===== config.mk =====
export PLATFORM = sky130hd
export DESIGN_NAME = reg_scoreboard
export DESIGN_NICKNAME = d
export VERILOG_FILES = /design/src/rtl/reg_scoreboard_pkg.sv /design/src/rtl/sb_hazard_check.sv /design/src/rtl/reg_scoreboard.sv
export SDC_FILE = /design/constraint.sdc
export NUM_CORES = 1
export LEC_CHECK = 0
export ABC_AREA = 0
export BUFFER_PORTS_ARGS = -buffer_cell sky130_fd_sc_hd__buf_2
export CAP_MARGIN = 20
export CORE_MARGIN = 2
export CORE_UTILIZATION = 54
export DETAILED_ROUTE_END_ITERATION = 8
export PLACE_DENSITY_LB_ADDON = 0.08
export SLEW_MARGIN = 30
export SYNTH_ARGS = -nofsm -noshare
export SYNTH_HDL_FRONTEND = slang
export SYNTH_SLANG_ARGS = --single-unit

===== constraint.sdc =====
create_clock -name clk -period 3 [get_ports clk]
set_input_delay 0.6 -clock clk [delete_from_list [all_inputs] [get_ports clk]]
set_output_delay 0.6 -clock clk [all_outputs]
set_load 0.01 [all_outputs]

===== src/rtl/reg_scoreboard_pkg.sv =====
// Shared register-naming types and scoreboard defaults for the decode stage.
package reg_scoreboard_pkg;

    localparam int unsigned REG_COUNT = 32;
    localparam int unsigned REG_W     = $clog2(REG_COUNT);

    typedef logic [REG_W-1:0] regName_t;

    localparam int unsigned SB_MAX_OUTSTANDING = 4;

    // One-hot mask selecting a single architectural register.
    function automatic logic [REG_COUNT-1:0] reg_onehot(input regName_t r);
        return REG_COUNT'(1) << r;
    endfunction

endpackage


===== src/rtl/sb_hazard_check.sv =====
// Combinational hazard evaluation: pending bits with same-cycle writeback bypass,
// RAW/WAW detection and the capacity check.
module sb_hazard_check
    import reg_scoreboard_pkg::*;
#(
    parameter int unsigned MAX_OUTSTANDING = SB_MAX_OUTSTANDING,
    parameter int unsigned CNT_W           = $clog2(MAX_OUTSTANDING + 1)
) (
    input  logic [REG_COUNT-1:0] pending,
    input  logic [CNT_W-1:0]     outstanding,
    input  logic                 wb_valid,
    input  regName_t             wb_rd,
    input  logic                 flush,
    input  logic                 issue_wen,
    input  regName_t             issue_rd,
    input  regName_t             rs1,
    input  regName_t             rs2,
    input  logic                 use_rs1,
    input  logic                 use_rs2,
    output logic                 raw_c,
    output logic                 waw_c,
    output logic                 full_c,
    output logic                 release_c
);

    logic [REG_COUNT-1:0] wb_mask;
    logic [REG_COUNT-1:0] eff;

    // Writeback releases its register in the same cycle (regfile writes on negedge).
    always_comb begin
        wb_mask = '0;
        if (wb_valid && !flush) begin
            wb_mask = reg_onehot(wb_rd);
        end
        eff = pending & ~wb_mask;
    end

    assign raw_c = (use_rs1 & eff[rs1]) | (use_rs2 & eff[rs2]);
    assign waw_c = issue_wen & eff[issue_rd];

    // Only a writeback that actually frees an entry makes room, so a stray
    // writeback can never let the counter run past its limit.
    assign release_c = wb_valid & ~flush & (wb_rd != '0) & pending[wb_rd];
    assign full_c    = (outstanding == CNT_W'(MAX_OUTSTANDING)) & ~release_c;

endmodule


===== src/rtl/reg_scoreboard.sv =====
// Decode-stage register scoreboard: tracks in-flight destination registers
// until writeback and stalls decode on RAW/WAW hazards or a full tracker.
module reg_scoreboard
    import reg_scoreboard_pkg::*;
#(
    parameter int unsigned MAX_OUTSTANDING = SB_MAX_OUTSTANDING,
    parameter int unsigned CNT_W           = $clog2(MAX_OUTSTANDING + 1)
) (
    input  logic             clk,
    input  logic             rst,
    input  logic             issue_valid,
    input  regName_t         issue_rd,
    input  logic             issue_wen,
    input  regName_t         rs1,
    input  regName_t         rs2,
    input  logic             use_rs1,
    input  logic             use_rs2,
    input  logic             wb_valid,
    input  regName_t         wb_rd,
    input  logic             flush,
    output logic             stall,
    output logic             issue_ack,
    output logic [CNT_W-1:0] outstanding,
    output logic             busy,
    output logic             err
);

    logic [REG_COUNT-1:0] pending;
    logic [REG_COUNT-1:0] pending_nxt;
    logic [CNT_W-1:0]     cnt_nxt;
    logic                 raw_c;
    logic                 waw_c;
    logic                 full_c;
    logic                 release_c;
    logic                 set_c;
    logic                 wb_bad_c;

    sb_hazard_check #(
        .MAX_OUTSTANDING (MAX_OUTSTANDING),
        .CNT_W           (CNT_W)
    ) u_hazard (
        .pending     (pending),
        .outstanding (outstanding),
        .wb_valid    (wb_valid),
        .wb_rd       (wb_rd),
        .flush       (flush),
        .issue_wen   (issue_wen),
        .issue_rd    (issue_rd),
        .rs1         (rs1),
        .rs2         (rs2),
        .use_rs1     (use_rs1),
        .use_rs2     (use_rs2),
        .raw_c       (raw_c),
        .waw_c       (waw_c),
        .full_c      (full_c),
        .release_c   (release_c)
    );

    // Zero-latency handshake; both held low while reset is asserted.
    assign stall = ~rst & issue_valid & ~flush
                 & (raw_c | waw_c | (issue_wen & (issue_rd != '0) & full_c));
    assign issue_ack = ~rst & issue_valid & ~flush & ~stall;
    assign busy      = (outstanding != '0);

    assign set_c    = issue_ack & issue_wen & (issue_rd != '0);
    assign wb_bad_c = wb_valid & (wb_rd != '0) & ~pending[wb_rd];

    // Clear on writeback first, then set on issue so a same-register pair keeps the bit.
    always_comb begin
        pending_nxt = pending;
        cnt_nxt     = outstanding;
        if (release_c) begin
            pending_nxt[wb_rd] = 1'b0;
        end
        if (set_c) begin
            pending_nxt[issue_rd] = 1'b1;
        end
        pending_nxt[0] = 1'b0;
        unique case ({set_c, release_c})
            2'b10:   cnt_nxt = outstanding + CNT_W'(1);
            2'b01:   cnt_nxt = outstanding - CNT_W'(1);
            default: cnt_nxt = outstanding;
        endcase
    end

    always_ff @(posedge clk or posedge rst) begin
        if (rst) begin
            pending     <= '0;
            outstanding <= '0;
            err         <= 1'b0;
        end else if (flush) begin
            pending     <= '0;
            outstanding <= '0;
        end else begin
            pending     <= pending_nxt;
            outstanding <= cnt_nxt;
            if (wb_bad_c) begin
                err <= 1'b1;
            end
        end
    end

endmodule

==> After elaboration in Yosys (flattened, before gate mapping) <==
Index checks and enable logic that the tools add are counted.
W data, S select, Z words.
{ "op_classes": {"add_sub_neg": 2, "mul": 0, "div_mod_pow": 0, "order_cmp": 6, "eq_ne": 3, "shift": 1, "muxes": 18, "n_bitwise": 30, "reduce_logical": 9} }
{ "ops": {"columns": ["operator", "n"], "rows": [
  ["$mux W32", 4],
  ["$and A32 B32 Y32", 2],
  ["$not A32 Y32", 2],
  ["$or A32 B32 Y32", 1],
  ["$shl A1 B5 Y32 const A", 1],
  ["$lt A5 B6 Y1 const B", 4],
  ["$bmux W1 S5", 4],
  ["$and A1 B1 Y1", 17],
  ["$demux W1 S5", 2],
  ["$ge A5 B1 Y1 const B", 2],
  ["$reduce_bool A5 Y1", 2],
  ["$mux W1", 6],
  ["$pmux W3 S2", 1],
  ["$reduce_bool A3 Y1", 2],
  ["$not A1 Y1", 5],
  ["$add A3 B1 Y3 const B", 1],
  ["$eq A3 B3 Y1 const B", 1],
  ["$logic_and A1 B1 Y1", 3],
  ["$mux W3", 1],
  ["$or A1 B1 Y1", 3],
  ["$sub A3 B1 Y3 const B", 1],
  ["$eq A2 B1 Y1 const B", 1],
  ["$eq A2 B2 Y1 const B", 1],
  ["$reduce_and A2 Y1", 1],
  ["$logic_not A1 Y1", 1]
]} }
{ "word_totals": {"register_bits": 36, "latchBits": 0, "ram_bits": 0, "romBits": 0, "input_bits": 28, "word_cells": 72, "n_memories": 0} }

==> Logic depth before layout (Yosys ltp) <==
{ "logic_depth": {"word_depth": 19, "depth_mapped": 14, "ltp_nobuf": 12} }

==> By module <==
From an unflattened synthesis, not the netlist that was laid out.
{ "unflattened": {"cells_unflattened": 408, "area_unflattened_um2": 3603.5} }
{ "by_module_without_submodules": {"columns": ["module", "instances", "cells_per_inst", "area_each_um2"], "rows": [
  ["reg_scoreboard", 1, 227, 2025.7],
  ["sb_hazard_check", 1, 181, 1577.8]
]} }

==> Worst setup path after synthesis <==
No wires, ideal clock.
{ "synth_path": {"path_kind": "input -> register", "start": "in wb_rd[0]", "end": "reg outstanding[2]", "setup_ps": 129, "arrival_ps": 3214, "t_required_ps": 2871, "path_slack_ps": -343, "path_stages": 12, "n_path_buf": 1, "cell_sequence": "buf_6 or4b_4 o21ai_1 mux4_2 a311oi_1 a22oi_2 a31oi_1 fa_1 nand2_1 nor3_1 o21bai_1 nand3_1"} }
{ "synth_between": {"elab_chain_len": 18, "word_cells_on_any_way": 34, "cone_classes": "2 x eq/ne; 1 x shift; 11 x mux; 18 x bitwise; 2 x reduce/logical"} }
{ "synth_rtl": {"columns": ["item", "line", "text"], "rows": [
  ["from (decl)", "reg_scoreboard.sv:19", "input regName_t wb_rd,"],
  ["$shl A1 B5 Y32", "reg_scoreboard_pkg.sv:13", "return REG_COUNT'(1) << r;"],
  ["$mux W32", "sb_hazard_check.sv:32", "if (wb_valid && !flush) begin"],
  ["$not A32 Y32", "sb_hazard_check.sv:35", "eff = pending & ~wb_mask;"],
  ["$and A32 B32 Y32", "sb_hazard_check.sv:35", null],
  ["$bmux W1 S5", "sb_hazard_check.sv:38", "assign raw_c = (use_rs1 & eff[rs1]) | (use_rs2 & eff[rs2]);"],
  ["$mux W1 (implied by the code)", "sb_hazard_check.sv:38", null],
  ["$and A1 B1 Y1", "sb_hazard_check.sv:38", null],
  ["$or A1 B1 Y1", "sb_hazard_check.sv:38", null],
  ["$or A1 B1 Y1 (2 in a row)", "reg_scoreboard.sv:61", "& (raw_c | waw_c | (issue_wen & (issue_rd != '0) & full_c));"],
  ["$and A1 B1 Y1", "reg_scoreboard.sv:61", null],
  ["$not A1 Y1", "reg_scoreboard.sv:62", "assign issue_ack = ~rst & issue_valid & ~flush & ~stall;"],
  ["$and A1 B1 Y1", "reg_scoreboard.sv:62", null],
  ["$and A1 B1 Y1 (2 in a row)", "reg_scoreboard.sv:65", "assign set_c = issue_ack & issue_wen & (issue_rd != '0);"],
  ["$eq A2 B1 Y1 or $eq A2 B2 Y1 (tied branches)", "reg_scoreboard.sv:79", "unique case ({set_c, release_c})"],
  ["$pmux W3 S2", "reg_scoreboard.sv:79", null],
  ["$mux W3", "reg_scoreboard.sv:91", "end else if (flush) begin"],
  ["to (signal assigned)", "reg_scoreboard.sv:96", "outstanding <= cnt_nxt;"],
  ["to (decl)", "reg_scoreboard.sv:23", "output logic [CNT_W-1:0] outstanding,"]
]} }
Several ways; a longest one is shown, not always the timed one. The select of a mux whose other input is x is not followed.
A chain may end at the register's enable or synchronous reset.

==> Final worst setup path <==
{ "layout_path": {"start": "in flush", "end": "out issue_ack"} }
{ "layout_between": {"elab_chain_len": 14, "word_cells_on_any_way": 28, "cone_classes": "7 x mux; 19 x bitwise; 2 x reduce/logical"} }
{ "layout_rtl": {"columns": ["item", "line", "text"], "rows": [
  ["from (decl)", "reg_scoreboard.sv:20", "input logic flush,"],
  ["$logic_not A1 Y1", "sb_hazard_check.sv:32", null],
  ["$logic_and A1 B1 Y1", "sb_hazard_check.sv:32", null],
  ["$mux W32", "sb_hazard_check.sv:32", null],
  ["$not A32 Y32", "sb_hazard_check.sv:35", null],
  ["$and A32 B32 Y32", "sb_hazard_check.sv:35", null],
  ["$bmux W1 S5", "sb_hazard_check.sv:38", null],
  ["$mux W1 (implied by the code)", "sb_hazard_check.sv:38", null],
  ["$and A1 B1 Y1", "sb_hazard_check.sv:38", null],
  ["$or A1 B1 Y1", "sb_hazard_check.sv:38", null],
  ["$or A1 B1 Y1 (2 in a row)", "reg_scoreboard.sv:61", null],
  ["$and A1 B1 Y1", "reg_scoreboard.sv:61", null],
  ["$not A1 Y1", "reg_scoreboard.sv:62", null],
  ["$and A1 B1 Y1 (*)", "reg_scoreboard.sv:62", null],
  ["to (decl)", "reg_scoreboard.sv:22", "output logic issue_ack,"]
]} }
Every way passes the cells marked *; elsewhere a longest branch is shown, timed or not. The select of a mux whose other input is x is not followed.

==> impl_results.md <==
* Status: finished, violations left
* Failing checks: negative setup slack
* Cells after Synth at 386
* I/O Buffers at 34
* Routed len/inst at 24.1 microns
* Nets at 546
* Worst slew margin at 0.559
* Critical path cell sequence: buf_6 > buf_6 > or4b_4 > o21ai_4 > nor2_1 > or4b_1 > nand3_2 > o311a_4 > nand3_2 > nor2_2 > buf_2
* Top FF cell, synth: dfrtp_1
* Synth Cell Area at 3170 sq um
* Placed wire-length estimate at 9970 microns
* Total CTS buffers at 5
* Synth cell types at 63
* H-tree levels at 2
* DR pass1 iterations at 6
* Final Hold Viols at 0
* M1 wire length at 5030 microns
* VDD IR-drop max at 0.000247 V
* EDFF count, synth at 0
* Sequential fraction of the synthesis area at 0.276
* CTS clk-pin slew, worst paths at 0.08 ns
* Async SR Flop Fraction at 1.00
* # rows at 27
* Min Tclk post-route at 3.40 ns
* Seq cells post-synth at 35
* Clock Tree Buf Depth at 2
* Reg-to-reg endpoint: outstanding[2]$_DFFE_PP0P_
* CP max stage delay at 0.64 ns
* Largest net degree at the start of global routing at 38
* Slew @ Worst Pin at 0.653 ns
* Routed WL at 14200 microns
* Worst hold endpoint: err$_DFFE_PP0P_
* Hold WC Path Type: reg2reg
* Post-DRT Antenna Nets at 0
* Mean Syn Cell Area at 8.22 sq um
* Crit path from: flush
* Post-layout power at 0.00120 W
* Worst Hold Depth at 1
* Die area at 6500 sq um
* Worst Path Required at 2.40 ns
* Main combinational cell family by area after synthesis: compound AO/OA/AOI/OAI gates
* PnR worst setup slack at -0.399 ns
* Met2 wire len at 6140 microns
* Total grt overflow at 0
* First DRT Iteration DRCs at 689
* Post-synthesis compound-gate area fraction at 0.304
* P&R area growth vs syn at 46.1%
* Startpoint types: input pin
* Post-Synth XOR/XNOR Area at 0
* Fmax at 0.294 GHz
* Boundary pin count at 35
* CP endpoint kind: output port
* PD cells at 258 nW/um^2
* Highest Signal Layer: met4
* Reg2reg setup slack at -0.09 ns
* Number of synthesis warnings at 0
* Simple-gate portion of the synthesized area at 0.247
* MaxCap Viol Count at 0
* Initial antenna violation count at 0
* Finished Layout Cells at 590
* WL met3 at 1810 microns
* Post-synthesis adder-cell area fraction at 0.00631
* Routability cong. at 1.08
* Layout cell share with drive strength beyond 1 at 0.454
* Worst R2R Start: pending[16]$_DFF_PP0_
* DR vias at 4133
* Clock Latency Late Sink at 0.29 ns
* Vias in the first global route at 3907
* CTS tree: yes
* Cell count after placement at 569
* Ant. Diodes at 0
* Fin Hold WS at 0.492 ns
* Root Buffer: clkbuf_8
* Total GRT Usage at 0.448
* Post-route DRC at 0
* R2R depth at 12
* Die X-Extent at 80.6 microns
* Synth Net Count at 415
* Sink Count at 35
* Critical Path AT at 2.80 ns
* Core box area at 5570 sq um
* Hold Crit Start: err$_DFFE_PP0P_
* CP max-delay cell: or4b_4
* Post-synthesis mux area share at 0.109
* Crit-path max FO at 7
* Chip height at 80.6 microns
* Drt via density at 7.01
* RSZ-0062 raised after global routing: true
* Crit Path Category: in2out
* First-pass GRT wire length at 21100 microns
* Final period utilization at 1.13
* Leak pwr at 1.90 nW
* Fin Clk Skew at 0.00869 ns
* Starting Density at 0.569
* Fin. max-slew vios at 0
* Final setup fails at 34
[area by class of cell]
class	count	area (sq um)
clock buffer	6	82.6
tap	72	90.1
fill	340	941
timing repair buffer	156	1110
sequential	35	876
clock inverter	2	16.3
inverter	11	41.3
multi-input combinational	308	2410
[layer usage]
metal  up-vias  global-route usage
li1       1768                   -
met1      1895               0.569
met2       364               0.678
met3       106              0.0955
met4         0               0.308
met5         -                   0
[synth_stat cells, drive strengths merged (9+ instances only)]
cell type,n,area share
a21oi,16,0.025
o211ai,13,0.031
buf,9,0.017
mux2i,21,0.066
nor2,32,0.038
clkbuf,23,0.027
nand3,12,0.023
nand2,23,0.027
o22ai,26,0.051
dfrtp,35,0.28
o21ai,39,0.069
or3,12,0.024
nand2b,12,0.024
[logic make-up (layout without fill, tap and decap cells)]
kind of cell	after synthesis	in the layout
AOI/OAI and AO/OA	140	140
adders and majority gates	1	1
buffers and inverters	43	175
DFF	35	35
muxes	28	28
and+or+nand+nor	139	139
[layout by cell type (no fill, tap or decap), types with 10 or more instances in the layout]
cell type and count:
buf_2 33, nand2_1 23, a21oi_1 11, o22ai_2 18, o21ai_1 10, mux2i_1 20, nor2_1 31, o21ai_0 19
nand2b_1 12, o211ai_1 13, buf_4 116, dfrtp_1 35
[worst max-delay path by stage]
| stage | endpoint | slack, ns |
|---|---|---|
| final | issue_ack | -0.40 |
| after global routing | issue_ack | -0.46 |
| after CTS | issue_ack | -0.38 |
| after detailed placement | pending[30]$_DFF_PP0_ | -0.66 |
| after global placement | pending[2]$_DFF_PP0_ | -0.57 |
| after floorplan | outstanding[2]$_DFFE_PP0P_ | -0.22 |
[what timing repair did]
action                                  4_1_cts  5_1_grt
pin swaps                                    34       15
endpoints found under the setup margin       34       36
hold buffers                                  0        0
buffers inserted                              9        4
gates cloned                                  0        0
resized for setup                            44       17
[worst max-delay path: cells and delay by family]
| kind | cells | cell delay, ns |
|---|---|---|
| AND/OR/NAND/NOR | 6 | 1.47 |
| AO/OA/AOI/OAI | 2 | 0.41 |
| buffers and inverters | 3 | 0.32 |
[sequential cells by signal, indices dropped and copies added (netlist names)]
| name | cells |
|---|---|
| err | 1 |
| pending | 31 |
| outstanding | 3 |
[through the flow]
step,setup slack [ns],instance area [sq um],util,setup TNS (ns)
floorplan,-0.218,3250,-,-1.28
global placement,-0.572,4150,0.744,-16.70
detailed placement,-0.657,4150,0.744,-18.79
CTS,-0.384,4540,0.814,-6.66
global route,-0.461,4630,0.831,-11.15
finish,-0.399,4630,0.831,-9.25
[report_power, final]
part	switching [W]	total, W	internal (W)	leakage (nW)
registers	0.00000127	0.000474	0.000472	0.484
logic	0.000190	0.000335	0.000144	1.37
clock network	0.000201	0.000389	0.000188	0.0474
total	0.000393	0.00120	0.000805	1.90
Power figures use the tool's default switching activity.
